--- config.mk ---
export PLATFORM = sky130hd
export DESIGN_NAME = register_file_writeback_flat
export DESIGN_NICKNAME = d
export VERILOG_FILES = /design/src/rtl/register_file_writeback_if.sv /design/src/rtl/register_file_writeback.sv /design/src/flat_wrapper.sv
export SDC_FILE = /design/constraint.sdc
export NUM_CORES = 1
export LEC_CHECK = 0
export ABC_AREA = 1
export BUFFER_PORTS_ARGS = -buffer_cell sky130_fd_sc_hd__buf_2
export CAP_MARGIN = 30
export CORE_MARGIN = 1.5
export CORE_UTILIZATION = 60
export DETAILED_ROUTE_END_ITERATION = 12
export PLACE_DENSITY_LB_ADDON = 0.05
export SLEW_MARGIN = 20
export SYNTH_ARGS = -nofsm -noshare
export SYNTH_HDL_FRONTEND = slang
export SYNTH_SLANG_ARGS = --single-unit
--- constraint.sdc ---
create_clock -name clk -period 3.7 [get_ports clk]
set_clock_uncertainty 0.1 [all_clocks]
set_input_delay 0.37 -clock clk [delete_from_list [all_inputs] [get_ports clk]]
set_output_delay 0.37 -clock clk [all_outputs]
set_load 0.1 [all_outputs]
--- src/rtl/register_file_writeback_if.sv ---
// register_file_writeback_if: ALU/load result inputs, register file write port and forwarding lookup
// bundled between the pipeline (master) and the write-back stage (slave).
interface register_file_writeback_if #(
    parameter int WIDTH     = 32,
    parameter int REG_WIDTH = 5
);
    logic                 alu_valid;
    logic [REG_WIDTH-1:0] alu_rd;
    logic [WIDTH-1:0]     alu_data;
    logic                 ld_valid;
    logic                 ld_ready;
    logic [REG_WIDTH-1:0] ld_rd;
    logic [WIDTH-1:0]     ld_data;
    logic                 wr;
    logic [REG_WIDTH-1:0] waddr;
    logic [WIDTH-1:0]     wdata;
    logic [REG_WIDTH-1:0] rs1;
    logic [REG_WIDTH-1:0] rs2;
    logic                 fwd1_hit;
    logic [WIDTH-1:0]     fwd1_data;
    logic                 fwd2_hit;
    logic [WIDTH-1:0]     fwd2_data;
    logic                 busy;

    modport master (
        output alu_valid, alu_rd, alu_data, ld_valid, ld_rd, ld_data, rs1, rs2,
        input  ld_ready, wr, waddr, wdata, fwd1_hit, fwd1_data, fwd2_hit, fwd2_data, busy
    );

    modport slave (
        input  alu_valid, alu_rd, alu_data, ld_valid, ld_rd, ld_data, rs1, rs2,
        output ld_ready, wr, waddr, wdata, fwd1_hit, fwd1_data, fwd2_hit, fwd2_data, busy
    );
endinterface

--- src/rtl/register_file_writeback.sv ---
// register_file_writeback: merges never-stalling ALU results and buffered load results onto the
// single register file write port, and forwards results not yet visible in the register file.
module register_file_writeback #(
    parameter int WIDTH     = 32,
    parameter int REG_WIDTH = 5,
    parameter int LD_DEPTH  = 2
) (
    input logic                         clk,
    input logic                         reset,
    register_file_writeback_if.slave    wb
);
    localparam int PW = LD_DEPTH > 1 ? $clog2(LD_DEPTH) : 1;
    localparam int CW = $clog2(LD_DEPTH + 1);

    logic [LD_DEPTH-1:0]  buf_vld_q, buf_vld_d;
    logic [REG_WIDTH-1:0] buf_rd_q   [LD_DEPTH];
    logic [REG_WIDTH-1:0] buf_rd_d   [LD_DEPTH];
    logic [WIDTH-1:0]     buf_data_q [LD_DEPTH];
    logic [WIDTH-1:0]     buf_data_d [LD_DEPTH];
    logic [PW-1:0]        head_q, head_d, tail_q, tail_d;
    logic [CW-1:0]        count_q, count_d;
    logic                 wr_q, wr_d;
    logic [REG_WIDTH-1:0] waddr_q, waddr_d;
    logic [WIDTH-1:0]     wdata_q, wdata_d;

    logic alu_sel, ld_fire, empty, pop, head_wr, direct, push;

    function automatic logic [PW-1:0] nxt(input logic [PW-1:0] p);
        return (p == PW'(LD_DEPTH - 1)) ? '0 : p + 1'b1;
    endfunction

    // Buffer entries are younger than the output register, so they win the lookup.
    function automatic logic [WIDTH:0] lookup(input logic [REG_WIDTH-1:0] rs);
        logic [WIDTH:0] r;
        r = '0;
        if (rs != '0) begin
            if (wr_q && waddr_q == rs) r = {1'b1, wdata_q};
            for (int i = 0; i < LD_DEPTH; i++)
                if (buf_vld_q[i] && buf_rd_q[i] == rs) r = {1'b1, buf_data_q[i]};
        end
        return r;
    endfunction

    assign wb.ld_ready = !reset && count_q < CW'(LD_DEPTH);
    assign empty       = count_q == '0;
    assign alu_sel     = wb.alu_valid && wb.alu_rd != '0;
    assign ld_fire     = wb.ld_valid && wb.ld_ready;
    assign pop         = !alu_sel && !empty;
    assign head_wr     = pop && buf_vld_q[head_q];
    assign direct      = !alu_sel && empty && ld_fire && wb.ld_rd != '0;
    assign push        = ld_fire && wb.ld_rd != '0 && !direct && !(alu_sel && wb.alu_rd == wb.ld_rd);

    assign wr_d    = alu_sel || head_wr || direct;
    assign waddr_d = alu_sel ? wb.alu_rd : head_wr ? buf_rd_q[head_q] : direct ? wb.ld_rd : waddr_q;
    assign wdata_d = alu_sel ? wb.alu_data : head_wr ? buf_data_q[head_q] : direct ? wb.ld_data : wdata_q;

    assign head_d  = pop ? nxt(head_q) : head_q;
    assign tail_d  = push ? nxt(tail_q) : tail_q;
    assign count_d = count_q + CW'(push) - CW'(pop);

    // Kills first, then pop clear, then push; a push never lands on the popped slot.
    always_comb begin
        buf_vld_d  = buf_vld_q;
        buf_rd_d   = buf_rd_q;
        buf_data_d = buf_data_q;
        for (int i = 0; i < LD_DEPTH; i++)
            if ((alu_sel && buf_rd_q[i] == wb.alu_rd) || (push && buf_rd_q[i] == wb.ld_rd))
                buf_vld_d[i] = 1'b0;
        if (pop) buf_vld_d[head_q] = 1'b0;
        if (push) begin
            buf_vld_d[tail_q]  = 1'b1;
            buf_rd_d[tail_q]   = wb.ld_rd;
            buf_data_d[tail_q] = wb.ld_data;
        end
    end

    always_ff @(posedge clk) begin
        if (reset) begin
            buf_vld_q  <= '0;
            buf_rd_q   <= '{default: '0};
            buf_data_q <= '{default: '0};
            head_q     <= '0;
            tail_q     <= '0;
            count_q    <= '0;
            wr_q       <= 1'b0;
            waddr_q    <= '0;
            wdata_q    <= '0;
        end else begin
            buf_vld_q  <= buf_vld_d;
            buf_rd_q   <= buf_rd_d;
            buf_data_q <= buf_data_d;
            head_q     <= head_d;
            tail_q     <= tail_d;
            count_q    <= count_d;
            wr_q       <= wr_d;
            waddr_q    <= waddr_d;
            wdata_q    <= wdata_d;
        end
    end

    assign wb.wr    = wr_q;
    assign wb.waddr = waddr_q;
    assign wb.wdata = wdata_q;
    assign wb.busy  = !empty || wr_q;
    assign {wb.fwd1_hit, wb.fwd1_data} = lookup(wb.rs1);
    assign {wb.fwd2_hit, wb.fwd2_data} = lookup(wb.rs2);
endmodule

--- src/flat_wrapper.sv ---
// flat-port wrapper written by rule: the top's interface ports become plain ports
module register_file_writeback_flat 
#(
    parameter int WIDTH     = 32,
    parameter int REG_WIDTH = 5,
    parameter int LD_DEPTH  = 2
)
  (clk, reset, wb_alu_valid, wb_alu_rd, wb_alu_data, wb_ld_valid, wb_ld_rd, wb_ld_data, wb_rs1, wb_rs2, wb_ld_ready, wb_wr, wb_waddr, wb_wdata, wb_fwd1_hit, wb_fwd1_data, wb_fwd2_hit, wb_fwd2_data, wb_busy);
  register_file_writeback_if #(.WIDTH(WIDTH), .REG_WIDTH(REG_WIDTH)) wb_i ();
  input logic clk;
  input logic reset;
  input wire logic [$bits(wb_i.alu_valid)-1:0] wb_alu_valid;
  input wire logic [$bits(wb_i.alu_rd)-1:0] wb_alu_rd;
  input wire logic [$bits(wb_i.alu_data)-1:0] wb_alu_data;
  input wire logic [$bits(wb_i.ld_valid)-1:0] wb_ld_valid;
  input wire logic [$bits(wb_i.ld_rd)-1:0] wb_ld_rd;
  input wire logic [$bits(wb_i.ld_data)-1:0] wb_ld_data;
  input wire logic [$bits(wb_i.rs1)-1:0] wb_rs1;
  input wire logic [$bits(wb_i.rs2)-1:0] wb_rs2;
  output wire logic [$bits(wb_i.ld_ready)-1:0] wb_ld_ready;
  output wire logic [$bits(wb_i.wr)-1:0] wb_wr;
  output wire logic [$bits(wb_i.waddr)-1:0] wb_waddr;
  output wire logic [$bits(wb_i.wdata)-1:0] wb_wdata;
  output wire logic [$bits(wb_i.fwd1_hit)-1:0] wb_fwd1_hit;
  output wire logic [$bits(wb_i.fwd1_data)-1:0] wb_fwd1_data;
  output wire logic [$bits(wb_i.fwd2_hit)-1:0] wb_fwd2_hit;
  output wire logic [$bits(wb_i.fwd2_data)-1:0] wb_fwd2_data;
  output wire logic [$bits(wb_i.busy)-1:0] wb_busy;
  assign wb_i.alu_valid = wb_alu_valid;
  assign wb_i.alu_rd = wb_alu_rd;
  assign wb_i.alu_data = wb_alu_data;
  assign wb_i.ld_valid = wb_ld_valid;
  assign wb_i.ld_rd = wb_ld_rd;
  assign wb_i.ld_data = wb_ld_data;
  assign wb_i.rs1 = wb_rs1;
  assign wb_i.rs2 = wb_rs2;
  assign wb_ld_ready = wb_i.ld_ready;
  assign wb_wr = wb_i.wr;
  assign wb_waddr = wb_i.waddr;
  assign wb_wdata = wb_i.wdata;
  assign wb_fwd1_hit = wb_i.fwd1_hit;
  assign wb_fwd1_data = wb_i.fwd1_data;
  assign wb_fwd2_hit = wb_i.fwd2_hit;
  assign wb_fwd2_data = wb_i.fwd2_data;
  assign wb_busy = wb_i.busy;
  register_file_writeback #(.WIDTH(WIDTH), .REG_WIDTH(REG_WIDTH), .LD_DEPTH(LD_DEPTH)) u_core (.clk(clk), .reset(reset), .wb(wb_i));
endmodule
==> impl_results.md, run 1 <==
* Startpoint types: flop
* Max incr delay on CP at 480 ps
* Number of global-route vias before repair at 10220
* Synth Register Bits at 118
* Syn-to-layout area delta at 28.76%
* CTS Sinks at 118
* Outcome: finished clean
* Yosys warnings at 0
* Fmax achieved at 310.6 MHz
* Post-Syn Nets at 1659
* Last element of the critical path: wb_fwd2_data[10]
* GRT overflow at 0
* Synth area leaders: dfxtp_1 (27%), nand2_1 (22%), nor2_1 (13%), nand3_1 (11%), o21ai_0 (4.5%)
* Worst r2r dst: u_core.wb.wdata[6]
* Fin. Hold Viols at 0
* WL/cell at 16.78 um
* Routed wire length at 31740 um
* Cell taking the most area after synthesis: dfxtp_1
* Pre-antenna DRT Iters at 7
* RePlAce Congestion at 0.9844
* Max clock buf depth at 2
* Worst VDD drop at 0.3477 mV
* Worst reg-to-reg setup slack at 1430 ps
* Slew HR at 36.27%
* Post-Layout Cell Count at 1891
* R2R cell count at 8
* Commonest non-fill, non-tap cell in the layout: nand2_1
* Total GRT Usage at 41.57%
* Netlist cell types at 32
* Crit end category: primary output
* Post-synthesis async set-or-reset flop share at 0%
* Detailed Place HPWL at 19670 um
* Vias/cell at 5.906
* Hold WC Path Type: input pin to flop
* Clk_lat worst skew at 420 ps
* Leakage Power at 5.415 nW
* Post-synthesis cell count at 1569
* Post-synthesis sequential area ratio at 27.03%
* Hold-fix buffers, CTS at 0
* Final net count at 1787
* Design Power at 5.486 mW
* Drt drc at 0
* Minimum clock period at 3219 ps
* Setup TNS at 0 ps
* Critical Path Fanout Max at 34
* Starting Density at 62.25%
* Critical Path RT at 3230 ps
* Critical path class: flop to primary output
* Port Buffers at 193
* Fin crit share at 87.01%
* # IOs at 194
* Core area at 0.01404 mm2
* Share of cells above drive strength 1 at 18.30%
* Global-route wire length before repair at 49780 um
* Buf+Inv Stages, Crit Path at 3
* Critical-path top delay cell: dfxtp_1
* Full die area at 0.01530 mm2
* RSZ-0062 raised after global routing: false
* CP arrival at 2750 ps
* Placed Cells at 1858
* # fillers at 1011
* Row Count at 43
* Setup bufs post-CTS at 0
* Root Buffer: clkbuf_16
* Share of the synthesized area in the top cell type at 27.03%
* Initial antenna violation count at 1
* CTS tree: yes
* Mapped Avg Cell Area at 5.571 um2
* Cell area power density at 487.5 mW/mm2
* Most frequent cells in the layout: nand2_1 (509), nor2_1 (304), nand3_1 (195), buf_2 (129), dfxtp_1 (117)
* Clk slew on worst S/H paths at 60 ps
* Iter 0 DRT Violations at 1723
* Die Y at 123.7 um
* Maxcap violations at 0
* Ys flop type: dfxtp_1
* Cell mode on critical path: nor2_1
* Crit path max-delay family: buffers and inverters
* Synthesized area at 0.008741 mm2
* Pins Over Slew Limit at 0
* Finish-stage setup viols at 0
* # resized after CTS at 0
* Post-synth EDFFs at 0
* CTS Buf Count at 17
* CTS HTree Levels at 4
* Setup crit start: u_core.buf_rd_q[2]
* Worst-Margin Slew at 954.6 ps
* Chip Width at 123.7 um
* Worst R2R Start: u_core.head_q
* Number of cells on the critical path at 8
* Largest net degree at the start of global routing at 77
* CP Cell Sequence: nor2_1, nor3_1, nand3_1, inv_2, buf_12, nor2_1, nor2_1, buf_12
* Via count at 11170
* Post-DRT Antenna Nets at 0
[metal layers]
layer | routed length (um) | track usage (%) | vias up
met5 | 0 | 0 | -
met4 | 948 | 20.33 | 0
met3 | 4337 | 9.890 | 121
met2 | 14320 | 65.54 | 912
met1 | 12130 | 53.29 | 4965
li1 | - | - | 5171
[flip-flops by register name (all words and copies together), names as in the netlist]
name	count
u_core.buf_vld_q	2
u_core.head_q	1
u_core.buf_rd_q	10
u_core.wb.wr	1
u_core.wb.waddr	5
u_core.count_q	2
u_core.buf_data_q	64
u_core.tail_q	1
u_core.wb.wdata	32
[synth_stat cells, drive strengths merged, types with 4 or more instances]
cell type / number
nand4: 33
o22ai: 8
o21ai: 80
nor2: 311
or2: 34
dfxtp: 118
nand2: 512
xnor2: 16
clkbuf: 40
nor3: 10
xor2: 4
a21oi: 14
inv: 112
buf: 70
nand3: 201
[worst min path at each step]
| stage | depth (start not counted) | endpoint | start | slack, ps |
|---|---|---|---|---|
| final | 3 | u_core.buf_data_q[28] | wb_ld_data[28] | 110 |
| after global routing | 3 | u_core.buf_data_q[48] | wb_ld_data[16] | 110 |
| after CTS | 3 | u_core.buf_data_q[32] | wb_ld_data[0] | 110 |
| after detailed placement | 2 | u_core.wb.wdata[8] | u_core.wb.wdata[8] | 380 |
| after global placement | 2 | u_core.wb.wdata[16] | u_core.wb.wdata[16] | 370 |
| after floorplan | 2 | u_core.tail_q | u_core.tail_q | 350 |
[power breakdown]
part           internal (mW)  switching [mW]
registers               1.45           0.180
clock network           1.14           0.634
logic                  0.480            1.60
[layout make-up]
class | count | area [um2] | area share [%]
inverter | 112 | 420.4 | 3.735
clock buffer | 19 | 442.9 | 3.936
sequential | 118 | 2364 | 21.00
timing repair buffer | 219 | 2197 | 19.52
antenna | 1 | 2.502 | 0.02223
clock inverter | 13 | 178.9 | 1.590
tap | 180 | 225.2 | 2.001
multi-input combinational | 1229 | 5424 | 48.19
[cells by family after synthesis]
logic type                 after synthesis  synth area share [%]
xor gates and xnor gates                20                 2.004
AOI/OAI and AO/OA                      104                 6.341
and+or+nand+nor                       1103                 53.16
DFF                                    118                 27.03
buffers and inverters                  222                 11.18
adders and majority gates                2                0.2862
[per-stage QoR]
stage,cell area [um2],worst slack [ps],util (%),hold WS [ps]
2_1_floorplan,8741,72.15,-,347.2
3_3_place_gp,10630,924.7,75.70,370.4
4_1_cts,11250,527.1,80.13,107.0
5_1_grt,11250,324.6,80.15,105.7
3_5_place_dp,10630,889.5,75.70,381.2
6_report,11250,480.7,80.15,108.4
[worst register-to-register path, stage by stage, from the launching register on]
cell and delay, ps:
dfxtp_2 490, nand2_1 100, and2_1 190, o21ai_2 190
nor2_1 100, nor2_4 330, buf_4 460, nand3_1 170
nand2_1 80
Power figures use the tool's default switching activity.
==> inputs of run 2 (changes only) <==
==> constraint.sdc (replaced) <==
create_clock -name clk -period 3.7 [get_ports clk]
set_clock_uncertainty 0.1 [all_clocks]
set_input_delay 0.74 -clock clk [delete_from_list [all_inputs] [get_ports clk]]
set_output_delay 0.74 -clock clk [all_outputs]
set_load 0.1 [all_outputs]
==> run 2 against run 1 <==
Flip-flop and latch count unchanged; setup slack got worse by 120 ps; design area increased by 1.1%; global-route usage increased by 0.49 points; sequential share of layout area decreased by 0.24 points; non-clock buffer count unchanged; highest routed layer unchanged.
==> impl_results.md, run 2 (synthesis results as in run 1) <==
* Outcome: finished clean
* CTS tree: yes
* Critical Path Fanout Max at 52
* Most frequent cells in the layout: nand2_1 (509), nor2_1 (242), nand3_1 (195), buf_2 (129), dfxtp_1 (117)
* Fin crit share at 90.38%
* Largest register by flop count: u_core.buf_data_q
* Clk_lat worst skew at 430 ps
* Reg area at 0.002364 mm2
* # fillers at 1047
* Largest net degree at the start of global routing at 76
* CTS Buf Count at 17
* GRT overflow at 0
* Cell area power density at 467.4 mW/mm2
* RePlAce Congestion at 0.9526
* Worst VDD drop at 0.3944 mV
* Initial antenna violation count at 0
* Antenna Cells at 0
* Fin area at 0.01138 mm2
* Maxcap violations at 0
* Die Y at 123.7 um
* CTS HTree Levels at 4
* Max clock buf depth at 2
* Worst reg-to-reg setup slack at 1360 ps
* Design Power at 5.320 mW
* Setup TNS at 0 ps
* Commonest non-fill, non-tap cell in the layout: nand2_1
* Port Buffers at 193
* # resized after CTS at 0
* Worst-Margin Slew at 667.9 ps
* Final design utilization at 81.06%
* Max reg flops at 64
* Clk slew on worst S/H paths at 60 ps
* Full die area at 0.01530 mm2
* Critical path class: flop to primary output
* Root Buffer: clkbuf_16
* Hold-fix buffers, CTS at 0
* Fmax achieved at 299.0 MHz
* Pins Over Slew Limit at 0
* Slew HR at 55.41%
* Multi-input gate area at 0.005587 mm2
* Worst hold margin at 388.2 ps
* Starting Density at 62.25%
* Chip Width at 123.7 um
* Row Count at 43
* Iter 0 DRT Violations at 1429
* Total GRT Usage at 42.05%
* Routed wire length at 31610 um
* Leakage Power at 5.375 nW
* Via count at 10980
* Vias/cell at 5.812
* CTS Sinks at 118
* Minimum clock period at 3344 ps
* Final net count at 1787
* Fin. Hold Viols at 0
* Core area at 0.01404 mm2
* Startpoint types: flop
* Post-DRT Antenna Nets at 0
* Syn-to-layout area delta at 30.22%
* Setup bufs post-CTS at 0
* Critical Path RT at 2860 ps
* RSZ-0062 raised after global routing: false
* Finish-stage setup viols at 0
* CP arrival at 2500 ps
* Share of cells above drive strength 1 at 21.83%
* Placed cell area at 0.01083 mm2
* Global-route wire length before repair at 49950 um
* Drt drc at 0
* Pre-antenna DRT Iters at 9
* Crit end category: primary output
* WL/cell at 16.74 um
* Hold WC Path Type: flop to flop
* Number of global-route vias before repair at 9926
* Detailed Place HPWL at 19950 um
* # IOs at 194
-- run 2: changes by cell type in the layout (fill, tap and decap cells not counted), sizes merged --
cell,delta
inv,-1
clkbuf,+3
clkinv,-2
bufinv,-3
clkinvlp,+2
diode,-1
-- run 2: final timing paths --
path / startpoint / endpoint / cells after the start
max reg2reg: u_core.head_q / u_core.wb.wdata[12] / 10
min: u_core.wb.wdata[15] / u_core.wb.wdata[15] / 2
min reg2reg: u_core.wb.wdata[15] / u_core.wb.wdata[15] / 2
max: u_core.buf_rd_q[7] / wb_fwd1_data[7] / 10
-- run 2: critical path, cell delays in order (launching register included) --
cell and delay (ps):
dfxtp_1 480, inv_1 160, o22ai_1 180, nor2_1 80
nand3_2 100, buf_4 450, nand2_1 110, o21ai_0 110
nor2_1 70, nor2_2 140, buf_12 190
-- run 2: power by group --
part	internal, mW	switching (mW)	total, mW
clock network	0.965	0.621	1.59
registers	1.45	0.194	1.64
logic	0.488	1.60	2.09
total	2.90	2.42	5.32
-- run 2: final cells by class --
class	instances	area share [%]
clock inverters	9	0.6815
inverters	112	3.694
multi-input cells	1229	49.08
repair buffers	219	19.63
well taps	180	1.979
flip-flops and latches	118	20.77
clock buffers	22	4.166
-- run 2: through the flow --
| stage | setup slack [ps] | instances |
|---|---|---|
| after CTS | 408.1 | 1889 |
| after global routing | 199.9 | 1889 |
| final | 356.0 | 1889 |
| after global placement | 421.8 | 1858 |
| after floorplan | 145.7 | 1569 |
| after detailed placement | 418.2 | 1858 |
-- run 2: metal layers --
metal | vias up | global-route usage, % | routed length, um
li1 | 5172 | - | -
met5 | - | 0 | 0
met3 | 109 | 11.58 | 4306
met1 | 4914 | 53.90 | 12270
met2 | 783 | 65.88 | 13990
met4 | 0 | 18.97 | 1045
